<file path="config.mk">
export PLATFORM = sky130hd
export DESIGN_NAME = fifo_uart_tx_flat
export DESIGN_NICKNAME = d
export VERILOG_FILES = /design/src/rtl/fifo_uart_tx_if.sv /design/src/rtl/fifo_uart_tx.sv /design/src/flat_wrapper.sv
export SDC_FILE = /design/constraint.sdc
export NUM_CORES = 1
export LEC_CHECK = 0
export CAP_MARGIN = 10
export CORE_MARGIN = 4
export CORE_UTILIZATION = 30
export CTS_BUF_LIST = sky130_fd_sc_hd__clkbuf_8
export DETAILED_ROUTE_END_ITERATION = 8
export PLACE_DENSITY_LB_ADDON = 0.15
export SETUP_SLACK_MARGIN = 0.2
export SLEW_MARGIN = 20
export SYNTH_ARGS = -nofsm -noshare
export SYNTH_HDL_FRONTEND = slang
export SYNTH_SLANG_ARGS = --single-unit
export TNS_END_PERCENT = 1
</file>
<file path="constraint.sdc">
create_clock -name rclk -period 1.85 [get_ports rclk]
set_input_delay 0.185 -clock rclk [delete_from_list [all_inputs] [get_ports rclk]]
set_output_delay 0.185 -clock rclk [all_outputs]
set_load 0.005 [all_outputs]
</file>
<file path="src/rtl/fifo_uart_tx_if.sv">
// FIFO read-port bundle: the async FIFO is the slave, its single reader is the master.
interface fifo_uart_tx_if #(
    parameter int unsigned DSIZE = 8
);
    logic             rinc;
    logic             rempty;
    logic [DSIZE-1:0] rdata;

    modport master (output rinc, input rempty, input rdata);
    modport slave  (input rinc, output rempty, output rdata);
endinterface

</file>
<file path="src/rtl/fifo_uart_tx.sv">
// Drains the async FIFO read port and serialises each word as a UART frame:
// start bit, DSIZE data bits LSB first, optional even parity, STOP_BITS stop bits.
module fifo_uart_tx #(
    parameter int unsigned DSIZE        = 8,
    parameter int unsigned CLKS_PER_BIT = 16,
    parameter int unsigned PARITY_EN    = 0,
    parameter int unsigned STOP_BITS    = 1
) (
    input  logic           rclk,
    input  logic           rrst_n,
    input  logic           en,
    fifo_uart_tx_if.master rd,
    output logic           tx,
    output logic           busy,
    output logic           tx_done
);
    localparam int unsigned BW = (CLKS_PER_BIT > 1) ? $clog2(CLKS_PER_BIT) : 1;
    localparam int unsigned CW = $clog2(DSIZE + 1);

    localparam logic [BW-1:0] BaudLast = BW'(CLKS_PER_BIT - 1);
    localparam logic [BW-1:0] BaudPen  = BW'(CLKS_PER_BIT - 2);
    localparam logic [CW-1:0] BitLast  = CW'(DSIZE - 1);
    localparam logic [CW-1:0] StopLast = CW'(STOP_BITS - 1);

    localparam logic [2:0] ST_IDLE   = 3'd0;
    localparam logic [2:0] ST_START  = 3'd1;
    localparam logic [2:0] ST_DATA   = 3'd2;
    localparam logic [2:0] ST_PARITY = 3'd3;
    localparam logic [2:0] ST_STOP   = 3'd4;

    logic [2:0]       state_q, state_d;
    logic [BW-1:0]    baud_q, baud_d;
    logic [CW-1:0]    bit_q, bit_d;
    logic [DSIZE-1:0] shreg_q, shreg_d;
    logic             par_q, par_d;
    logic             tx_q, tx_d;
    logic             busy_q, busy_d;
    logic             done_q, done_d;
    logic             baud_end;
    logic             rinc;

    // Pop only from IDLE; gating with rrst_n keeps a reset cycle from losing a word.
    assign rinc     = (state_q == ST_IDLE) && en && !rd.rempty && rrst_n;
    assign rd.rinc  = rinc;
    assign baud_end = (baud_q == BaudLast);

    always_comb begin
        state_d = state_q;
        baud_d  = baud_q;
        bit_d   = bit_q;
        shreg_d = shreg_q;
        par_d   = par_q;
        tx_d    = tx_q;
        busy_d  = busy_q;
        done_d  = 1'b0;

        if (state_q != ST_IDLE) begin
            baud_d = baud_end ? '0 : baud_q + BW'(1);
        end

        case (state_q)
            ST_IDLE: begin
                if (rinc) begin
                    shreg_d = rd.rdata;
                    par_d   = ^rd.rdata;
                    state_d = ST_START;
                    tx_d    = 1'b0;
                    busy_d  = 1'b1;
                    baud_d  = '0;
                    bit_d   = '0;
                end
            end
            ST_START: begin
                if (baud_end) begin
                    state_d = ST_DATA;
                    tx_d    = shreg_q[0];
                    shreg_d = shreg_q >> 1;
                end
            end
            ST_DATA: begin
                if (baud_end) begin
                    if (bit_q == BitLast) begin
                        bit_d = '0;
                        if (PARITY_EN != 0) begin
                            state_d = ST_PARITY;
                            tx_d    = par_q;
                        end else begin
                            state_d = ST_STOP;
                            tx_d    = 1'b1;
                        end
                    end else begin
                        bit_d   = bit_q + CW'(1);
                        tx_d    = shreg_q[0];
                        shreg_d = shreg_q >> 1;
                    end
                end
            end
            ST_PARITY: begin
                if (baud_end) begin
                    state_d = ST_STOP;
                    tx_d    = 1'b1;
                end
            end
            ST_STOP: begin
                // Registered pulse must land in the final stop cycle, so arm it one cycle early.
                done_d = (bit_q == StopLast) && (baud_q == BaudPen);
                if (baud_end) begin
                    if (bit_q == StopLast) begin
                        state_d = ST_IDLE;
                        busy_d  = 1'b0;
                        bit_d   = '0;
                    end else begin
                        bit_d = bit_q + CW'(1);
                    end
                end
            end
            default: begin
                state_d = ST_IDLE;
                tx_d    = 1'b1;
                busy_d  = 1'b0;
                baud_d  = '0;
                bit_d   = '0;
            end
        endcase
    end

    always_ff @(posedge rclk) begin
        if (!rrst_n) begin
            state_q <= ST_IDLE;
            baud_q  <= '0;
            bit_q   <= '0;
            shreg_q <= '0;
            par_q   <= 1'b0;
            tx_q    <= 1'b1;
            busy_q  <= 1'b0;
            done_q  <= 1'b0;
        end else begin
            state_q <= state_d;
            baud_q  <= baud_d;
            bit_q   <= bit_d;
            shreg_q <= shreg_d;
            par_q   <= par_d;
            tx_q    <= tx_d;
            busy_q  <= busy_d;
            done_q  <= done_d;
        end
    end

    assign tx      = tx_q;
    assign busy    = busy_q;
    assign tx_done = done_q;
endmodule

</file>
<file path="src/flat_wrapper.sv">
// flat-port wrapper written by rule: the top's interface ports become plain ports
module fifo_uart_tx_flat 
#(
    parameter int unsigned DSIZE        = 8,
    parameter int unsigned CLKS_PER_BIT = 16,
    parameter int unsigned PARITY_EN    = 0,
    parameter int unsigned STOP_BITS    = 1
)
  (rclk, rrst_n, en, tx, busy, tx_done, rd_rinc, rd_rempty, rd_rdata);
  fifo_uart_tx_if #(.DSIZE(DSIZE)) rd_i ();
  input  logic rclk;
  input  logic rrst_n;
  input  logic en;
  output logic tx;
  output logic busy;
  output logic tx_done;
  output wire logic [$bits(rd_i.rinc)-1:0] rd_rinc;
  input wire logic [$bits(rd_i.rempty)-1:0] rd_rempty;
  input wire logic [$bits(rd_i.rdata)-1:0] rd_rdata;
  assign rd_rinc = rd_i.rinc;
  assign rd_i.rempty = rd_rempty;
  assign rd_i.rdata = rd_rdata;
  fifo_uart_tx #(.DSIZE(DSIZE), .CLKS_PER_BIT(CLKS_PER_BIT), .PARITY_EN(PARITY_EN), .STOP_BITS(STOP_BITS)) u_core (.rclk(rclk), .rrst_n(rrst_n), .en(en), .rd(rd_i), .tx(tx), .busy(busy), .tx_done(tx_done));
endmodule
</file>
==> metrics.md, run 1 <==
| Metric | Value |
|---|---|
| Most common cell after layout, fill and taps aside | dfxtp_1 |
| Final Hold Viols | 0 |
| Share of power burned in registers | between 40 and 50% |
| Reg-to-Reg Start | u_core.bit_q[0] |
| MaxCap Viol Count | 0 |
| Hold slack | approximately 0.46 ns |
| Worst VDD drop | between 0.3 and 0.4 mV |
| Worst-Margin Slew | 0.369 ns |
| End of the worst hold path | u_core.shreg_q[7] |
| Most frequent cells in the layout | dfxtp_1, buf_4, clkdlybuf4s50_1 |
| Worst Hold Launch | u_core.shreg_q[7] |
| Skew final | 0.00437 ns |
| Seq/Total Area, Yosys | 32.5% |
| Mapped Cells | between 150 and 200 |
| Worst min path class | reg -> reg |
| # H-tree levels | 1 |
| Syn Area/Cell | around 8.6 µm² |
| Slowest cell delay on critical path | 0.37 ns |
| ANT nets after route | 0 |
| Layout cells sized above 1 | roughly 23% |
| CTS buffer count | 3 |
| Grt ovf | 0 |
| Root buf cell | clkbuf_8 |
| Logic gate share of total power | 22.5% |
| R2R cell count | 5 |
| Leading area contributor after synthesis | dfxtp_1 |
| Final Slew Violations | 0 |
| Vias in the first global route | between 1000 and 1500 |
| Initial core utilization | 31.1% |
| CP cell instances | ha_1, and3b_2, or3_4, o221ai_2, mux2i_1 |
| Crit path time final | about 1.6 ns |
| Gpl congestion | between 0.7 and 0.8 |
| CP endpoint kind | register |
| Hold path cells | 2 |
| Die X | 75.2 µm |
| Reg clk slew, reported paths | approximately 0.08 ns |
| Switch share | 27.1% |
| Antenna violations before repair | 0 |
| Post-route DRC violation count | 0 |
| Distinct cells, synth | 49 |
| Netlist Area Pre-Place | approximately 1400 µm² |
| FF-to-FF setup slack | roughly 0.25 ns |
| CTS Sinks | 22 |
| Total global-route track usage | 12.5% |
| Die Area | between 5000 and 6000 µm² |
| CP Max Fanout | 4 |
| WP data arrival | roughly 1.8 ns |
| Worst Setup Slack, final | approximately 0.25 ns |
| DRT iter0 DRCs | between 50 and 60 |
| Port buffer count | 15 |
| Core Region | approximately 4400 µm² |
| Drt pass-1 iters | 4 |
| Wire per inst | about 14 µm |
| Critical Path RT | between 2 and 2.5 ns |
| Row cnt | 24 |
| CTS tree | yes |
| Final wirelength | between 3000 and 4000 µm |
| First-pass GRT wire length | 5480 µm |
| ANT cells | 0 |
| Primary FF master, synth | dfxtp_1 |
| Count of final setup violators | 0 |
| Clock Latency Late Sink | between 0.2 and 0.3 ns |
| CP top delay family | simple AND/OR/NAND/NOR gates |
| Area contributors post-synth | dfxtp_1, mux2i_1, o21ai_0 |
| WP buf/inv | 0 |
| Switching Power | around 0.29 mW |
| Yosys top cell area share | between 30 and 40% |
| CTS Buffer Depth | 2 |
| Clock share of power | between 20% and 30% |
| DR vias/cell | between 5 and 6 |
| Setup TNS | 0 ns |
| Yosys synthesis warning count | 0 |
| Pre-CTS setup slack | roughly 0.16 ns |
| HPWL after detailed placement | about 2300 µm |
| Setup CP Type | reg -> reg |
| Slowest-stage cell, CP | or3_4 |
| EDFF count, synth | 0 |
| Startpoint Class | register |
| RR Endpoint | u_core.state_q[1] |
| RSZ-0062 raised after global routing | true |
| Layout area overhead | 30.4% |
| Synthesized net count | roughly 170 |
| FFs w/ async S/R, synth | 0% |
| # nets final | just over 200 |
| Fin crit share | 86.6% |
| Pwr dens | 600 nW/µm² |
| Die Ht | ~75 µm |
| Fmax | between 600 and 700 MHz |
| Pin count of the biggest net entering global routing | 19 |
| Internal power | 0.773 mW |
| Outcome | complete, no violations |
| DR vias | ~1300 |
| Synth Register Bits | 22 |
| I/O pin cnt | 16 |
| Slew Limit Headroom | around 75% |
| Leakage | 0.666 nW |
[flip-flops by register name (all words and copies together) (netlist names)]
signal,count
u_core.baud_q,4
u_core.busy,1
u_core.shreg_q,8
u_core.state_q,3
u_core.tx,1
u_core.tx_done,1
u_core.bit_q,4
[tightest hold or removal path, delay by kind of cell, from the launching register on]
kind          cells  cell delay (ns)
simple gates      1             0.05
mux               1             0.06
flops             1             0.31
[layer usage]
| metal | vias to the layer above | GRT usage [%] | share of wire (%) |
|---|---|---|---|
| li1 | 639 | - | - |
| met1 | 583 | 15.4 | 46 |
| met2 | 25 | 21.8 | 49 |
| met3 | 8 | 2.80 | 3.6 |
| met4 | 0 | 3.50 | 1.5 |
| met5 | - | 0 | 0 |
[power by group through the flow]
stage               clock [mW]  combinational [mW]  sequential (mW)
floorplan                    0               0.137            0.525
global placement             0               0.213            0.527
detailed placement           0               0.215            0.528
CTS                      0.319               0.224            0.517
global route             0.336               0.262            0.522
finish                   0.305               0.238            0.517
[through the flow]
stage	power, mW	util (%)	cells	cell area, µm²
floorplan	0.662	-	158	1360
global placement	0.740	36.9	227	1610
detailed placement	0.743	36.9	227	1610
CTS	1.06	39.0	236	1700
global route	1.12	40.6	237	1770
finish	1.06	40.6	237	1770
[synth_stat cells (all sizes together) (5+ instances only)]
master  instances
nor3b           8
o21a            7
mux2i           9
buf             7
dfxtp          22
nor3            6
nand2          11
nor2            6
o21ai          15
a21oi           8
inv             5
[worst max path at each step]
stage	from	endpoint	slack, ns	cells after the start
floorplan	u_core.bit_q[0]	u_core.state_q[0]	0.28	6
global placement	rrst_n	u_core.shreg_q[7]	0.18	6
detailed placement	u_core.bit_q[0]	u_core.state_q[0]	0.16	6
CTS	u_core.bit_q[0]	u_core.state_q[0]	0.15	6
global route	u_core.baud_q[0]	u_core.shreg_q[6]	0.18	6
finish	u_core.bit_q[0]	u_core.state_q[1]	0.25	5
[repair_timing]
item	in CTS	in global routing
setup buffers	6	1
gates resized for setup	3	13
endpoints found under the hold margin	0	0
hold buffers	0	0
endpoints found under the setup margin	12	16
pin swaps	1	2
[kinds of logic after synthesis]
| logic type | synth area share (%) |
|---|---|
| AO/OA/AOI/OAI | 24.9 |
| adder cells (fa/ha/maj) | 3.69 |
| AND/OR/NAND/NOR | 24.5 |
| multiplexers | 6.65 |
| XOR/XNOR | 1.94 |
| buffers and inverters | 5.82 |
| flip-flops | 32.5 |
[cell type report]
type | instances | area, µm²
Tap cell | 52 | 65.1
Multi-Input combinational cell | 120 | 888
Inverter | 5 | 18.8
Timing Repair Buffer | 35 | 312
Clock buffer | 3 | 41.3
Sequential cell | 22 | 442
Fill cell | 442 | 2590
Note: power is estimated with default switching activity, not from simulation.
==> run 2, diff against run 1 <==
Settings changed: ABC_AREA set to 1.
==> run 2 against run 1 <==
Compared with the run above: routed wire length down 14%; critical path type is now reg -> out; register-to-register slack better by 0.13 ns; critical endpoint is now rd_rinc; hold slack better by 0.036 ns; sequential share of layout area up 2.8 points.
==> metrics.md, run 2 <==
| Metric | Value |
|---|---|
| DR vias/cell | 4.46 (-16%) |
| Leakage | 0.741 nW (+11%) |
| Critical Path RT | 1.66 ns (-0.38 ns) |
| Syn Area/Cell | 6.52 µm² (-24%) |
| Mapped Cells | 198 (+25%) |
| Die Area | 5410 µm² (-4.3%) |
| Slew Limit Headroom | 69.7% (-5.6 points) |
| Skew final | 0.00681 ns (+0.00243 ns) |
| Fin crit share | 87.5% (+0.87 points) |
| Setup TNS | 0 ns (unchanged) |
| Most frequent cells in the layout | nand2_1, nor2_1, inv_1 |
| Clock Latency Late Sink | 0.27 ns (about the same) |
| Port buffer count | 15 (unchanged) |
| WP data arrival | 1.43 ns (-0.36 ns) |
| CTS Sinks | 22 (unchanged) |
| Area contributors post-synth | dfxtp_1, nand2_1, nor2_1 |
| Reg clk slew, reported paths | 0.09 ns (about the same) |
| CP Max Fanout | 4 (unchanged) |
| Post-DP Area | 1490 µm² (-7.1%) |
| # H-tree levels | 1 (unchanged) |
| Post-cts hold buffer count | 0 (unchanged) |
| Post-route DRC violation count | 0 (unchanged) |
| Max reg flops | 8 (unchanged) |
| Worst min path class | reg -> reg |
| MaxCap Viol Count | 0 (unchanged) |
| Core Region | 4090 µm² (-6.1%) |
| Fmax | 618 MHz (-1.0%) |
| ANT nets after route | 0 (unchanged) |
| Final core area utilization | 38.9% (-1.6 points) |
| Leading area contributor after synthesis | dfxtp_1 |
| Yosys top cell area share | 34.1% (+1.6 points) |
| Count of final setup violators | 0 (unchanged) |
| FF/Latch Area | 443 µm² (+0.28%) |
| Total global-route track usage | 11.6% (-0.90 points) |
| Layout cells sized above 1 | 11.9% (-11 points) |
| # nets final | 235 (+16%) |
| Root buf cell | clkbuf_8 |
| Vias in the first global route | 1125 (-5.7%) |
| FFs w/ async S/R, synth | 0% (unchanged) |
| Initial core utilization | 31.6% (+0.45 points) |
| Distinct cells, synth | 26 (-47%) |
| Row cnt | 23 (-4.2%) |
| Pwr dens | 1850 nW/µm² (+210%) |
| Slowest-stage cell, CP | clkdlybuf4s50_1 |
| Worst-Margin Slew | 0.450 ns (+0.0813 ns) |
| Drt pass-1 iters | 4 (unchanged) |
| I/O pin cnt | 16 (unchanged) |
| CTS tree | yes |
| Synthesized net count | 214 (+23%) |
| Most common cell after layout, fill and taps aside | nand2_1 |
| CP cell instances | nor2_4, nand2_1, nor2_1, clkdlybuf4s50_1 |
| Design area | 1590 µm² (-9.9%) |
| Most instantiated cells after synthesis | nand2_1, nor2_1, dfxtp_1, inv_1, nand3_1 |
| Fill cell count | 462 (+4.5%) |
| EDFF count, synth | 0 (unchanged) |
| Crit path time final | 1.62 ns (+0.0161 ns) |
| Seq/Total Area, Yosys | 34.1% (+1.6 points) |
| Die Ht | 73.6 µm (-2.2%) |
| Synth Register Bits | 22 (unchanged) |
| Final wirelength | 2800 µm (-14%) |
| Primary FF master, synth | dfxtp_1 |
| DR vias | 1196 (-4.7%) |
| HPWL after detailed placement | 2030 µm (-14%) |
| Setup CP Type | reg -> out |
| Antenna violations before repair | 0 (unchanged) |
| Layout area overhead | 23.4% |
| Netlist Area Pre-Place | 1290 µm² (-4.8%) |
| Die X | 73.6 µm (-2.2%) |
| Slowest cell delay on critical path | 0.50 ns (+0.13 ns) |
| RSZ-0062 raised after global routing | true |
| Grt ovf | 0 (unchanged) |
| Startpoint Class | register |
| First-pass GRT wire length | 4940 µm (-9.8%) |
| Final Slew Violations | 0 (unchanged) |
| Gpl congestion | 0.783 (-0.33%) |
| Outcome | complete, no violations |
| ANT cells | 0 (unchanged) |
| Yosys synthesis warning count | 0 (unchanged) |
| Pin count of the biggest net entering global routing | 18 (-1) |
| CTS buffer count | 3 (unchanged) |
| CTS Buffer Depth | 2 (unchanged) |
| CP endpoint kind | output port |
| Final Hold Viols | 0 (unchanged) |
| Top Registers | u_core.shreg_q (8), u_core.baud_q (4), u_core.bit_q (4) |
| Wire per inst | 10.5 µm (-24%) |
| Multi-input gate area | 754 µm² (-15%) |
| DRT iter0 DRCs | 66 (+12%) |
| Reg with most FFs | u_core.shreg_q |
| Worst VDD drop | 0.947 mV (+150%) |
| Most common cell in the netlist | nand2_1 |
-- run 2: cell types whose count changed after synthesis, moves of 4 or more --
cell	before	now
a21oi_1	7	3
nor2_1	6	38
mux2i_1	9	0
o21a_1	7	0
or3_1	4	0
nor3b_1	8	0
buf_2	5	1
nand2_1	11	56
inv_1	5	21
nand3_1	4	12
-- run 2: what timing repair did --
| item | 4_1_cts | 5_1_grt |
|---|---|---|
| buffers inserted | 2 | 0 |
| resized for setup | 4 | 4 |
| endpoints found under the setup margin | 1 | 12 |
| endpoints found under the hold margin | 0 | 0 |
| pin swaps | 1 | 2 |
-- run 2: layer usage --
metal / track usage, % / up-vias / part of all wire, %
met4: 2.21 / 0 / 0.54
met2: 19.0 / 23 / 45
met3: 3.28 / 2 / 4.6
met1: 15.2 / 511 / 50
li1: - / 660 / -
met5: 0 / - / 0
-- run 2: final timing paths --
check | startpoint | to | slack (ns) | depth (start not counted)
worst max-delay path | u_core.state_q[1] | rd_rinc | 0.23 | 4
worst min-delay path | u_core.shreg_q[7] | u_core.shreg_q[7] | 0.49 | 2
worst max register to register | u_core.baud_q[1] | u_core.bit_q[2] | 0.38 | 7
worst min register to register | u_core.shreg_q[7] | u_core.shreg_q[7] | 0.49 | 2
-- run 2: layout make-up --
class | count | area share [%]
inverters | 23 | 5.58
flip-flops and latches | 22 | 27.8
clock buffers | 4 | 3.46
multi-input cells | 149 | 47.4
repair buffers | 20 | 11.8
well taps | 50 | 3.93
-- run 2: stage by stage --
stage | instances | power, mW | hold slack (ns) | setup slack [ns]
floorplan | 198 | 2.17 | 0.408 | 0.525
global placement | 262 | 2.51 | 0.466 | 0.203
detailed placement | 262 | 2.51 | 0.471 | 0.209
CTS | 268 | 2.94 | 0.490 | 0.227
global route | 268 | 3.31 | 0.514 | 0.137
finish | 268 | 2.94 | 0.494 | 0.231
-- run 2: worst max-delay path: cells and delay by family (launching register included) --
kind,cells,cell delay [ns]
buffers and inverters,1,0.50
DFF,1,0.37
and+or+nand+nor,3,0.29
-- run 2: where the power goes --
group | total [mW] | internal (mW) | switching, mW
clock | 0.356 | 0.190 | 0.166
combinational | 1.79 | 0.679 | 1.11
sequential | 0.791 | 0.659 | 0.132
total | 2.94 | 1.53 | 1.41
-- run 2: cells by family after synthesis --
group / after synthesis / synth area share [%]
XOR/XNOR: 4 / 2.72
buffers and inverters: 27 / 9.12
AND/OR/NAND/NOR: 122 / 42.4
AO/OA/AOI/OAI: 19 / 7.76
flip-flops: 22 / 34.1
adder cells (fa/ha/maj): 4 / 3.88
==> run 3, diff against run 2 <==
Settings changed: SLEW_MARGIN 20 to unset.
==> results of run 3 <==
Same layout as run 2: the final DEF is identical, and so are final timing and power.
